### config.mk
export PLATFORM = sky130hd
export DESIGN_NAME = dcache_inval_sequencer
export DESIGN_NICKNAME = d
export VERILOG_FILES = /design/src/rtl/dcache_inval_sequencer.sv
export SDC_FILE = /design/constraint.sdc
export NUM_CORES = 1
export LEC_CHECK = 0
export CORE_AREA = 2 2 39 41
export CTS_CLUSTER_SIZE = 30
export DETAILED_ROUTE_END_ITERATION = 10
export DIE_AREA = 0 0 41 43
export DONT_BUFFER_PORTS = 1
export PLACE_DENSITY = 0.73
export SYNTH_ARGS = -nofsm -noshare
export SYNTH_HDL_FRONTEND = slang
export SYNTH_SLANG_ARGS = --single-unit
### constraint.sdc
create_clock -name clk_i -period 2 [get_ports clk_i]
set_input_delay 0.2 -clock clk_i [delete_from_list [all_inputs] [get_ports clk_i]]
set_output_delay 0.2 -clock clk_i [all_outputs]
set_load 0.1 [all_outputs]
### src/rtl/dcache_inval_sequencer.sv
// Invalidation walker for the data-cache tag/valid SRAM: clears every set after reset and on
// flush, and otherwise passes the cache controller's accesses straight through to the SRAM.
module dcache_inval_sequencer #(
    parameter int unsigned NumSets = 256,
    parameter int unsigned NumWays = 8,
    localparam int unsigned IdxW   = $clog2(NumSets)
) (
    input  logic               clk_i,
    input  logic               rst_ni,
    input  logic               flush_req_i,
    output logic               flush_ack_o,
    output logic               init_done_o,
    output logic               busy_o,
    input  logic               req_i,
    input  logic               req_we_i,
    input  logic [IdxW-1:0]    req_index_i,
    input  logic [NumWays-1:0] req_way_mask_i,
    input  logic               req_valid_i,
    output logic               gnt_o,
    output logic               sram_req_o,
    output logic               sram_we_o,
    output logic [IdxW-1:0]    sram_index_o,
    output logic [NumWays-1:0] sram_way_mask_o,
    output logic               sram_valid_o
);

    typedef enum logic [1:0] {StInit, StIdle, StFlush, StDone} state_e;

    localparam logic [IdxW-1:0] LastIdx = IdxW'(NumSets - 1);

    state_e          state_q;
    logic [IdxW-1:0] cnt_q;
    logic            init_done_q;
    logic            flush_ack_q;
    logic            walking;

    always_ff @(posedge clk_i or negedge rst_ni) begin
        if (!rst_ni) begin
            state_q     <= StInit;
            cnt_q       <= '0;
            init_done_q <= 1'b0;
            flush_ack_q <= 1'b0;
        end else begin
            flush_ack_q <= 1'b0;
            unique case (state_q)
                StInit: begin
                    cnt_q <= cnt_q + IdxW'(1);
                    if (cnt_q == LastIdx) begin
                        state_q     <= StIdle;
                        init_done_q <= 1'b1;
                    end
                end
                StIdle: begin
                    if (flush_req_i) begin
                        state_q <= StFlush;
                    end
                end
                StFlush: begin
                    cnt_q <= cnt_q + IdxW'(1);
                    if (cnt_q == LastIdx) begin
                        state_q     <= StDone;
                        flush_ack_q <= 1'b1;
                    end
                end
                StDone: begin
                    state_q <= StIdle;
                end
                default: begin
                    state_q <= StInit;
                end
            endcase
        end
    end

    assign walking     = (state_q == StInit) || (state_q == StFlush);
    assign busy_o      = walking;
    assign init_done_o = init_done_q;
    assign flush_ack_o = flush_ack_q;

    // A pending flush wins over the controller in the IDLE cycle it is seen.
    assign gnt_o = (state_q == StIdle) && !flush_req_i && req_i;

    assign sram_req_o      = walking || gnt_o;
    assign sram_we_o       = walking || (gnt_o && req_we_i);
    assign sram_index_o    = walking ? cnt_q : req_index_i;
    assign sram_way_mask_o = walking ? {NumWays{1'b1}} : req_way_mask_i;
    assign sram_valid_o    = walking ? 1'b0 : req_valid_i;

endmodule

Word-level counts from Yosys, hierarchy flattened
Cells that the tools add are included.
- add/sub/neg operators: 1
- equality and inequality tests: 7
- muxes and demuxes: 9
- reduce and logical (&&, ||, !) cells: 11
- operators by type and width (operator ; number):
    two-way mux 8 bit ; 2
    adder 8 x 1 -> 8 bit (second input constant) ; 1
    == test 8 bit (second input constant) ; 1
    case mux 2 bit (4 select lines) ; 1
    two-way mux 2 bit ; 3
    != test 2 bit (second input constant) ; 3
    == test 2 bit (second input constant) ; 2
    logical AND 1 bit ; 3
    logical OR 1 bit ; 3
    two-way mux 1 bit ; 3
    AND reduction 3 bit ; 1
    == test 2 x 1 -> 1 bit (second input constant) ; 1
    logical NOT 2 bit ; 1
    AND reduction 2 bit ; 1
    OR reduction 2 bit ; 1
    logical NOT 1 bit ; 1
- flip-flop bits (word level): 12
- word-level logic and storage cells: 32

Depth between registers and ports, before layout
- depth after elaboration: 5
- depth in mapped cells: 7
- gate-level depth less buffers: 6

Worst setup path after synthesis
Ideal clock, no wire load.
- path type: register -> output
- start point: register state_q[1]
- end point: output port sram_req_o
- data arrival time: 2.435 ns
- required time: 1.800 ns
- slack: -0.635 ns
- stages on the path, launching flop included: 6
- path through: dfrtp_1 inv_1 ha_1 nor2b_1 and2_1 nand2b_1
- word-level cells in the longest chain between the ends: 4
- elaborated cells between the ends (all ways): 7
- those cells by class: 2 x eq/ne; 5 x reduce/logical
- RTL lines (what ; RTL line ; text):
    from (decl) ; 31 ; state_e state_q;
    from (signal assigned) ; 39 ; state_q <= StInit;
    from (signal assigned) ; 49 ; state_q <= StIdle;
    from (signal assigned) ; 55 ; state_q <= StFlush;
    == test 2 x 1 -> 1 bit ; 81 ; assign gnt_o = (state_q == StIdle) && !flush_req_i && req_i;
    logical AND 1 bit (2 in series) ; 81 ;
    via gnt_o ; 19 ; output logic gnt_o,
    logical OR 1 bit ; 83 ; assign sram_req_o = walking || gnt_o;
    to (decl) ; 20 ; output logic sram_req_o,
The timed path passes the listed nets, and every way through them passes these cells.

Final worst setup path
- start point: register state_q[0]
- end point: output port sram_index_o[0]
- word-level cells in the longest chain between the ends: 3
- elaborated cells between the ends (all ways): 4
- those cells by class: 1 x eq/ne; 1 x mux; 2 x reduce/logical
- RTL lines (what ; RTL line ; text):
    == test 2 bit / logical NOT 2 bit (equally long branches) ; 75 ; assign walking = (state_q == StInit) || (state_q == StFlush);
    logical OR 1 bit (*) ; 75 ;
    two-way mux 8 bit (*) ; 85 ; assign sram_index_o = walking ? cnt_q : req_index_i;
    to (decl) ; 22 ; output logic [IdxW-1:0] sram_index_o,
Mark *: on every way between the ends. The rest lies on a longest branch, timed or not.

==> results.json <==
{
  "status": "complete, no violations",
  "numCtsBuffers": 3,
  "hold_ws_ns": 0.145,
  "regToRegSetupSlack_ns": 0.51,
  "drt_iter0_drc": 18,
  "syn_nets": 118,
  "synth_edf_count": 0,
  "via_per_inst": 5.77,
  "cp_max_fo": 11,
  "critPathLaunchType": "register",
  "yosysTopAreaCellShare": 0.392,
  "cts_tree": "yes",
  "grt_max_degree": 16,
  "r2r-start": "state_q[0]",
  "grtUsageMet1": 0.307,
  "critPathCaptureType": "output pin",
  "slew_violations": 0,
  "wirelength_um": 2200,
  "synthMuxAreaShare": 0,
  "crit_start": "state_q[0]",
  "dp_cells": 128,
  "cts_setup_buffers": 0,
  "timing.rr.end": "state_q[1]",
  "syn_area_per_cell_um2": 8.32,
  "row_count": 14,
  "clock_latency_ns": 0.28,
  "critical_path_class": "reg -> out",
  "synth-warning-count": 0,
  "synthSimpleGateAreaFrac": 0.350,
  "stdcell_count": 133,
  "synth_compound_area_frac": 0.0866,
  "multi_input_area_um2": 485,
  "antenna_found_initial": 0,
  "syn-cell-area_um2": 766,
  "start_util": 0.553,
  "syn_to_final_growth_pct": 57.7,
  "drc_errors": 0,
  "antennaDiodeCount": 0,
  "synth_cell_types": 23,
  "fill_cells": 60,
  "routabilityCongestion": 0.845,
  "htreeDepth": 1,
  "io_pins": 45,
  "cts-root-buf": "clkbuf_4",
  "grt-ovfl-total": 0,
  "synthXorXnorAreaFrac": 0.0686,
  "critPathArrivalTime_ns": 1.76,
  "hold_class": "in -> reg",
  "synth_top_family_by_area": "simple AND/OR/NAND/NOR gates",
  "groute.layer.met3.usage": 0.0733,
  "drv_cap": 0,
  "grt_pass1_wl_um": 3070,
  "yosysMostFrequentCell": "nand2_1",
  "core_um2": 1380,
  "fmax_mhz": 509,
  "clkSinkCount": 12,
  "fin_util": 0.873,
  "dieWidth_um": 41,
  "grt_pass1_vias": 733,
  "port-buffer-count": 0,
  "async_flop_share": 1.00,
  "clock_skew_ns": 0.00204,
  "dr.pass1.iters": 4,
  "slew_headroom": 0.398,
  "worstSetupEndpoint": "sram_index_o[0]",
  "cts_buffer_depth": 2,
  "reg2reg_depth": 6,
  "die_area_um2": 1760,
  "postSynthCellCount": 92,
  "setup_viol": 0,
  "met2_usage": 0.409,
  "clk_pin_slew_ns": 0.08,
  "grtUsageTotal": 0.261,
  "tightestPinTransition_ns": 0.903,
  "via_count": 767,
  "yosys.area.top_type": "dfrtp_1",
  "ant_nets": 0,
  "hold_violations": 0,
  "ys_ff_latch": 12,
  "grt_busiest_layer": "met2",
  "synth.area.top_cells": "dfrtp_1 (39%), nand2_1 (13%), ha_1 (6.5%)",
  "synthAdderAreaFrac": 0.0654,
  "wl_per_cell_um": 16.6,
  "synth_ff_type": "dfrtp_1",
  "min_period_ns": 1.96,
  "place_hpwl_um": 1520,
  "nets": 144,
  "synth-seq-area-share": 0.392,
  "synth_commonest_cells": "nand2_1 (26), dfrtp_1 (12), or3_1 (8)",
  "die-height_um": 43,
  "drive_gt1_frac": 0.402,
  "min_period_over_period": 0.982,
  "register_area_um2": 300,
  "crit_required_ns": 1.80
}
-- state kept, by name, summed over array words and instances (netlist names) --
| register | flops |
|---|---|
| flush_ack_o | 1 |
| cnt_q | 8 |
| init_done_o | 1 |
| state_q | 2 |
-- cell families after synthesis --
group                    Yosys count
XOR/XNOR                           6
adder cells (fa/ha/maj)            4
buffers and inverters              7
AO/OA/AOI/OAI                      9
AND/OR/NAND/NOR                   54
flip-flops                        12
-- critical path: stages (launching register included) --
cell and delay [ns]:
dfrtp_1 0.41, inv_1 0.10, ha_1 0.23, buf_4 0.18, o21a_4 0.22, a21o_1 0.18, buf_12 0.17
-- metrics by stage --
step / setup TNS [ns] / setup slack, ns / instance area [um^2]
after detailed placement: 0 / 0.262 / 1100
after floorplan: -0.0349 / -0.0308 / 791
after CTS: 0 / 0.00924 / 1150
after global routing: -0.262 / -0.0437 / 1210
after global placement: 0 / 0.347 / 1100
final: 0 / 0.0350 / 1210
-- cell type report --
class / count / area share
Timing Repair Buffer: 25 / 0.293
Tap cell: 16 / 0.0166
Sequential cell: 12 / 0.249
Multi-Input combinational cell: 73 / 0.402
Inverter: 3 / 0.00933
Clock buffer: 4 / 0.0301
-- placed cells by master (no fill, tap or decap), types with 4 or more instances in the layout --
cell and instances:
buf_4 6, buf_12 11, nand2_2 7, or3_1 7
buf_6 7, nand2_1 19, xnor2_1 5, dfrtp_1 12
nor2_1 4
-- routing by layer --
| layer | part of all wire | wire, um | vias up |
|---|---|---|---|
| met3 | 0.093 | 204 | 6 |
| li1 | - | - | 354 |
| met1 | 0.37 | 813 | 357 |
| met5 | 0 | 0 | - |
| met4 | 0.017 | 38 | 0 |
| met2 | 0.52 | 1150 | 50 |
-- how the worst min path moves through the flow --
stage	start	endpoint	slack, ns	cells past startpoint
2_1_floorplan	rst_ni	cnt_q[0]	-0.1	0
3_3_place_gp	rst_ni	cnt_q[1]	-0.1	0
3_5_place_dp	rst_ni	cnt_q[1]	-0.1	0
4_1_cts	flush_req_i	state_q[1]	0.13	3
5_1_grt	flush_req_i	state_q[1]	0.14	3
6_report	flush_req_i	state_q[0]	0.15	2
-- repair_timing --
action | 4_1_cts | 5_1_grt
pin swaps | 0 | 0
gates resized for setup | 3 | 14
endpoints found under the setup margin | 2 | 18
hold buffers | 1 | 0
hold endpoints to repair | 12 | 0
Power is not shown: default switching activity piles up to over one toggle a cycle in this logic, so the estimate is an artifact.
